[config.mk]
export PLATFORM = sky130hd
export DESIGN_NAME = alu_arb
export DESIGN_NICKNAME = d
export VERILOG_FILES = /design/src/rtl/alu_arb_pkg.sv /design/src/rtl/alu_core.sv /design/src/rtl/alu_arb.sv
export SDC_FILE = /design/constraint.sdc
export NUM_CORES = 1
export LEC_CHECK = 0
export ABC_CLOCK_PERIOD_IN_PS = 3900
export CAP_MARGIN = 20
export CORE_UTILIZATION = 48
export DETAILED_ROUTE_END_ITERATION = 12
export HOLD_SLACK_MARGIN = 0.03
export PLACE_DENSITY = 0.74
export SLEW_MARGIN = 20
export SYNTH_ARGS = -nofsm -noshare
export SYNTH_HDL_FRONTEND = slang
export SYNTH_SLANG_ARGS = --single-unit
export TNS_END_PERCENT = 30
[constraint.sdc]
create_clock -name clk -period 3.9 [get_ports clk]
set_input_delay 0.78 -clock clk [delete_from_list [all_inputs] [get_ports clk]]
set_output_delay 0.78 -clock clk [all_outputs]
set_load 0.01 [all_outputs]
[src/rtl/alu_arb_pkg.sv]
// alu_arb shared types: R-type funct codes and FSM state.
// Round-robin arbitration is enabled by defining ALU_ARB_RR_EN.
package alu_arb_pkg;

  localparam logic [5:0] OP_RTYPE = 6'd0;

  localparam logic [5:0] F_ADD  = 6'd32;
  localparam logic [5:0] F_SUB  = 6'd33;
  localparam logic [5:0] F_ADDU = 6'd34;
  localparam logic [5:0] F_SUBU = 6'd35;
  localparam logic [5:0] F_AND  = 6'd36;
  localparam logic [5:0] F_OR   = 6'd37;
  localparam logic [5:0] F_SLL  = 6'd38;
  localparam logic [5:0] F_SRL  = 6'd39;
  localparam logic [5:0] F_SLT  = 6'd40;

  typedef enum logic [1:0] {
    S_IDLE = 2'd0,
    S_EXEC = 2'd1,
    S_RESP = 2'd2
  } state_t;

  typedef struct packed {
    logic [31:0] inst;
    logic [31:0] a;
    logic [31:0] b;
    logic        id;
  } op_t;

endpackage

[src/rtl/alu_core.sv]
// Combinational R-type decode and compute.
// Unsupported opcode/funct yields zero data with err set.
module alu_core
  import alu_arb_pkg::*;
(
  input  logic [31:0] i_inst,
  input  logic [31:0] i_a,
  input  logic [31:0] i_b,
  output logic [31:0] o_data,
  output logic        o_err
);

  logic [5:0] w_op;
  logic [4:0] w_sh;
  logic [5:0] w_fn;
  logic       w_unused;

  assign w_op = i_inst[31:26];
  assign w_sh = i_inst[10:6];
  assign w_fn = i_inst[5:0];
  assign w_unused = &{1'b0, i_inst[25:11]};

  always_comb begin
    o_data = '0;
    o_err  = 1'b0;
    if (w_op != OP_RTYPE) begin
      o_err = 1'b1;
    end else begin
      case (w_fn)
        F_ADD, F_ADDU: o_data = i_a + i_b;
        F_SUB, F_SUBU: o_data = i_a - i_b;
        F_AND:         o_data = i_a & i_b;
        F_OR:          o_data = i_a | i_b;
        F_SLL:         o_data = i_a << w_sh;
        F_SRL:         o_data = i_a >> w_sh;
        F_SLT:         o_data = {31'd0, (i_a < i_b)};
        default:       o_err  = 1'b1;
      endcase
    end
  end

endmodule

[src/rtl/alu_arb.sv]
// Two-requester ALU arbiter, one operation in flight.
// ALU_ARB_RR_EN selects round-robin; default is fixed req0 priority.
module alu_arb
  import alu_arb_pkg::*;
(
  input  logic        clk,
  input  logic        rst_n,
  input  logic        req0_valid,
  output logic        req0_ready,
  input  logic [31:0] req0_inst,
  input  logic [31:0] req0_a,
  input  logic [31:0] req0_b,
  input  logic        req1_valid,
  output logic        req1_ready,
  input  logic [31:0] req1_inst,
  input  logic [31:0] req1_a,
  input  logic [31:0] req1_b,
  output logic        rsp_valid,
  input  logic        rsp_ready,
  output logic        rsp_id,
  output logic [31:0] rsp_data,
  output logic        rsp_err
);

  state_t      r_state;
  state_t      w_next;
  op_t         r_op;
  logic [31:0] r_data;
  logic        r_id;
  logic        r_err;

  logic        w_gnt0;
  logic        w_gnt1;
  logic        w_idle;
  logic        w_acc0;
  logic        w_acc1;
  logic        w_acc;
  logic [31:0] w_core_data;
  logic        w_core_err;

`ifdef ALU_ARB_RR_EN
  logic r_last;

  always_comb begin
    w_gnt0 = 1'b0;
    w_gnt1 = 1'b0;
    unique case ({req1_valid, req0_valid})
      2'b11: begin
        w_gnt0 = r_last;
        w_gnt1 = ~r_last;
      end
      2'b01:   w_gnt0 = 1'b1;
      2'b10:   w_gnt1 = 1'b1;
      default: ;
    endcase
  end

  always_ff @(posedge clk or negedge rst_n) begin
    if (!rst_n) begin
      r_last <= 1'b1;
    end else if (w_acc) begin
      r_last <= w_acc1;
    end
  end
`else
  assign w_gnt0 = req0_valid;
  assign w_gnt1 = req1_valid & ~req0_valid;
`endif

  // Ready is gated by rst_n so it drops the instant reset asserts.
  assign w_idle     = (r_state == S_IDLE) & rst_n;
  assign req0_ready = w_idle & w_gnt0;
  assign req1_ready = w_idle & w_gnt1;
  assign w_acc0     = req0_valid & req0_ready;
  assign w_acc1     = req1_valid & req1_ready;
  assign w_acc      = w_acc0 | w_acc1;

  always_ff @(posedge clk or negedge rst_n) begin
    if (!rst_n) begin
      r_state <= S_IDLE;
    end else begin
      r_state <= w_next;
    end
  end

  always_comb begin
    w_next = r_state;
    unique case (r_state)
      S_IDLE: if (w_acc) w_next = S_EXEC;
      S_EXEC: w_next = S_RESP;
      S_RESP: if (rsp_ready) w_next = S_IDLE;
      default: w_next = S_IDLE;
    endcase
  end

  always_comb begin
    rsp_valid = (r_state == S_RESP);
    rsp_id    = r_id;
    rsp_data  = r_data;
    rsp_err   = r_err;
  end

  always_ff @(posedge clk or negedge rst_n) begin
    if (!rst_n) begin
      r_op <= '0;
    end else if (w_acc) begin
      if (w_acc1) begin
        r_op <= '{inst: req1_inst, a: req1_a,
                  b: req1_b, id: 1'b1};
      end else begin
        r_op <= '{inst: req0_inst, a: req0_a,
                  b: req0_b, id: 1'b0};
      end
    end
  end

  alu_core u_core (
    .i_inst (r_op.inst),
    .i_a    (r_op.a),
    .i_b    (r_op.b),
    .o_data (w_core_data),
    .o_err  (w_core_err)
  );

  always_ff @(posedge clk or negedge rst_n) begin
    if (!rst_n) begin
      r_data <= '0;
      r_id   <= 1'b0;
      r_err  <= 1'b0;
    end else if (r_state == S_EXEC) begin
      r_data <= w_core_data;
      r_id   <= r_op.id;
      r_err  <= w_core_err;
    end
  end

endmodule

==> results list <==
- The total overflow left after global routing is 0.
- Summed over all instances, the cell type with the most area after synthesis is dfrtp_1.
- TritonCTS buffer count: 17
- The core region is 27030 um2.
- Initial DRC Count: ~2.2k
- The number of placed instances, taps included, is 2154.
- Buffer count from post-CTS setup fixing: 0
* Crit share post-route: 92.40%
* Final Skew: a little under 0.02 ns
- The critical path is of the flip-flop to flip-flop type.
- In this run the power density over the cells is between 800 and 900 nW/um2.
* Layout overhead on the synthesized area: 23.28%
* Highest ir drop seen on vdd: roughly 0.52 mV
* Final weighted congestion in routability-driven placement: between 1 and 1.5
- TritonCTS clock tree: built
- The tool flagged a number of max-cap violations equal to 0.
- Vias in the first global route: ~14k
- The smallest clock period supported by the final layout is computed as about 3.6 ns.
* Number of storage elements in the synthesis netlist: approximately 120
* Hold_ws: ~0.33 ns
- Area share of the largest cell type after synthesis: approximately 22%
- Cell chosen for the clock root: clkbuf_16
- Worst-path clk slew: around 0.07 ns
* Final setup violation count: 0
- The worst setup path is captured at a flip-flop.
* Final Total Pwr: 13.77 mW
* First-pass GRT wire length: 85410 um
- Of all flip-flops after synthesis, the portion carrying an async set or reset was 100.0%.
- For this run, the leading register cell type out of synthesis is dfrtp_1.
- For this run, the detailed router's first-pass iteration total came to 7.
- Standby leakage power: around 6.7 nW
- The worst pin sits at a relative slew slack of 33.01%.
- The worst hold path belongs to the class input port to async pin.
- Synthesis produced a netlist whose cell count is 1670.
* Diode count: 0
* Chip Height: ~170 um
- Slew Viols, Final: 0
* Clock tree sinks: about 120
- Syn. warnings: 0
* Kind of launch point of the worst setup path: flip-flop
- Number of antenna violations at the first check in global routing: 2
- Level count of the clock H-tree: 4
* Setup slack at placement: 0.3775 ns
- Input and output buffers added on the ports amount to 203.
- Once the floorplan was initialized, standard cells occupied ~49% of the core.
- Number of nets in the layout: approximately 2.1k
- Number of hold violations in the final report: 0
- Worst-case clock buffer depth: 2
- nor2_1 is the most common cell in the netlist.
- Antenna Violating Nets Remaining: 0
- Data required time at the worst endpoint: roughly 4.2 ns
- Share of post-route cells with drive strength above 1: approximately a tenth
* Final WS setup: 0.2963 ns
* Register-to-Register Setup Slack: 0.30 ns
- Tightest Pin Transition: 1.005 ns
- Max FO, Critical Path: 7
- Total die area: between 20000 and 30000 um2
* Post-cts gate resize count: 0
* Number of hold buffers added after cts: 0
- Sequential cells were found to cover ~22% of the synthesized design area.
- Pin count of the biggest net entering global routing: 82
* Final total negative setup slack: 0 ns
- Summing over every cut layer, the via total after detailed routing is 14.68k.
- The die is 168.1 um wide.
- Cells taking the most area after synthesis: dfrtp_1 22%, ha_1 9.9%, mux4_2 5.4%
- For this run, design rule violations remaining after detail routing come to 0.
- For this run, the top clock speed supported by timing is around 280 MHz.
* Clock latency reported for the late side of the worst-skew pair: ~0.44 ns
* Ports placed on the boundary: about 230
* Number of flops mapped to enable cells by yosys: 0
- Cell Count, Final, Fillers Out: about 2.2k
- Total detailed-routing wirelength: 57100 um
- Global routing used between 40% and 50% of the available tracks.
* Rows: 60
* Arrival time reported for the critical path endpoint: 3.88 ns
* Netlist area before placement: 13240 um2
* Syn nets: between 1.5k and 2k
- In the final routed layout, each cell accounts on average for ~26 um.
- Distinct cell type count after synthesis: 83
- Ranked by instance count, the synthesized netlist is headed by 165 x nor2_1, 132 x nand2_1, 127 x a21oi_1.
* Setup repair after global routing missed its margin: false
- Using the TritonRoute via totals, the vias-per-cell ratio works out to about 6.7.
- Synthesized area divided by synthesized cell count: a little under 8 um2
- The flow ran to the end, and the final reports show no timing, DRC or antenna violations.
* HPWL after detailed placement: 43760 um
-- worst paths after layout --
kind | cells past startpoint | start | to
max in group asynchronous | 3 | rst_n | r_op[71]$_DFFE_PN0P_
min in group clk | 2 | rsp_data[5]$_DFFE_PN0N_ | rsp_data[5]$_DFFE_PN0N_
max reg2reg | 12 | r_op[33]$_DFFE_PN0P_ | rsp_data[28]$_DFFE_PN0N_
min reg2reg | 2 | rsp_data[5]$_DFFE_PN0N_ | rsp_data[5]$_DFFE_PN0N_
max | 12 | r_op[33]$_DFFE_PN0P_ | rsp_data[28]$_DFFE_PN0N_
min | 1 | rst_n | rsp_data[30]$_DFFE_PN0N_
-- registers in the layout, indices dropped and copies added (netlist names) --
signal    flops
rsp_data     32
rsp_id        1
rsp_err       1
r_op         82
r_state       2
-- metal layers --
layer / global-route usage, % / wire length [um]
met5: 0 / 0
met4: 9.565 / 1373
met3: 10.04 / 6892
met1: 58.84 / 24680
met2: 59.78 / 24150
-- final cells by class --
class,instances,area [um2]
Timing Repair Buffer,276,2623
Fill cell,2432,10700
Multi-Input combinational cell,1311,9321
Sequential cell,118,2960
Clock buffer,19,442.9
Tap cell,341,426.7
Inverter,108,405.4
Clock inverter,13,147.6
-- report_power, final --
part	leakage, nW	switching [mW]	internal, mW
registers	1.51	0.546	1.57
clock network	0.277	0.718	0.967
logic	4.95	6.31	3.67
-- cell families (layout without fill, tap and decap cells) --
group / Yosys count / after routing / share of synthesized area [%]
flops: 118 / 118 / 22.30
compound gates: 617 / 617 / 31.01
buf+inv: 241 / 416 / 7.482
fa+ha+maj: 107 / 107 / 10.22
simple gates: 440 / 440 / 14.96
mux: 119 / 119 / 12.19
xor+xnor: 28 / 28 / 1.852
-- per-stage QoR --
step / area [um2] / util (%)
detailed placement: 15740 / 58.23
floorplan: 13240 / -
CTS: 16330 / 60.41
global route: 16330 / 60.41
global placement: 15740 / 58.23
finish: 16330 / 60.41
-- cell usage in the layout, fill, tap and decap left out, types with 70 or more instances in the layout --
master,n
o22ai_1,83
a22oi_1,91
ha_1,105
nor2_1,165
nand2_1,131
buf_4,70
a21oi_1,127
inv_1,98
clkdlybuf4s50_1,201
dfrtp_1,114
-- worst max-delay path: stages (launching register included) --
cell     delay (ns)
dfrtp_1        0.46
inv_1          0.16
ha_1           0.24
fa_1           0.38
o21ba_1        0.21
nor4_1         0.37
o31ai_2        0.19
a31o_2         0.34
a21oi_1        0.39
a21oi_1        0.18
o221a_1        0.26
mux2i_1        0.16
a32oi_1        0.11
(Power assumes the default switching activity.)
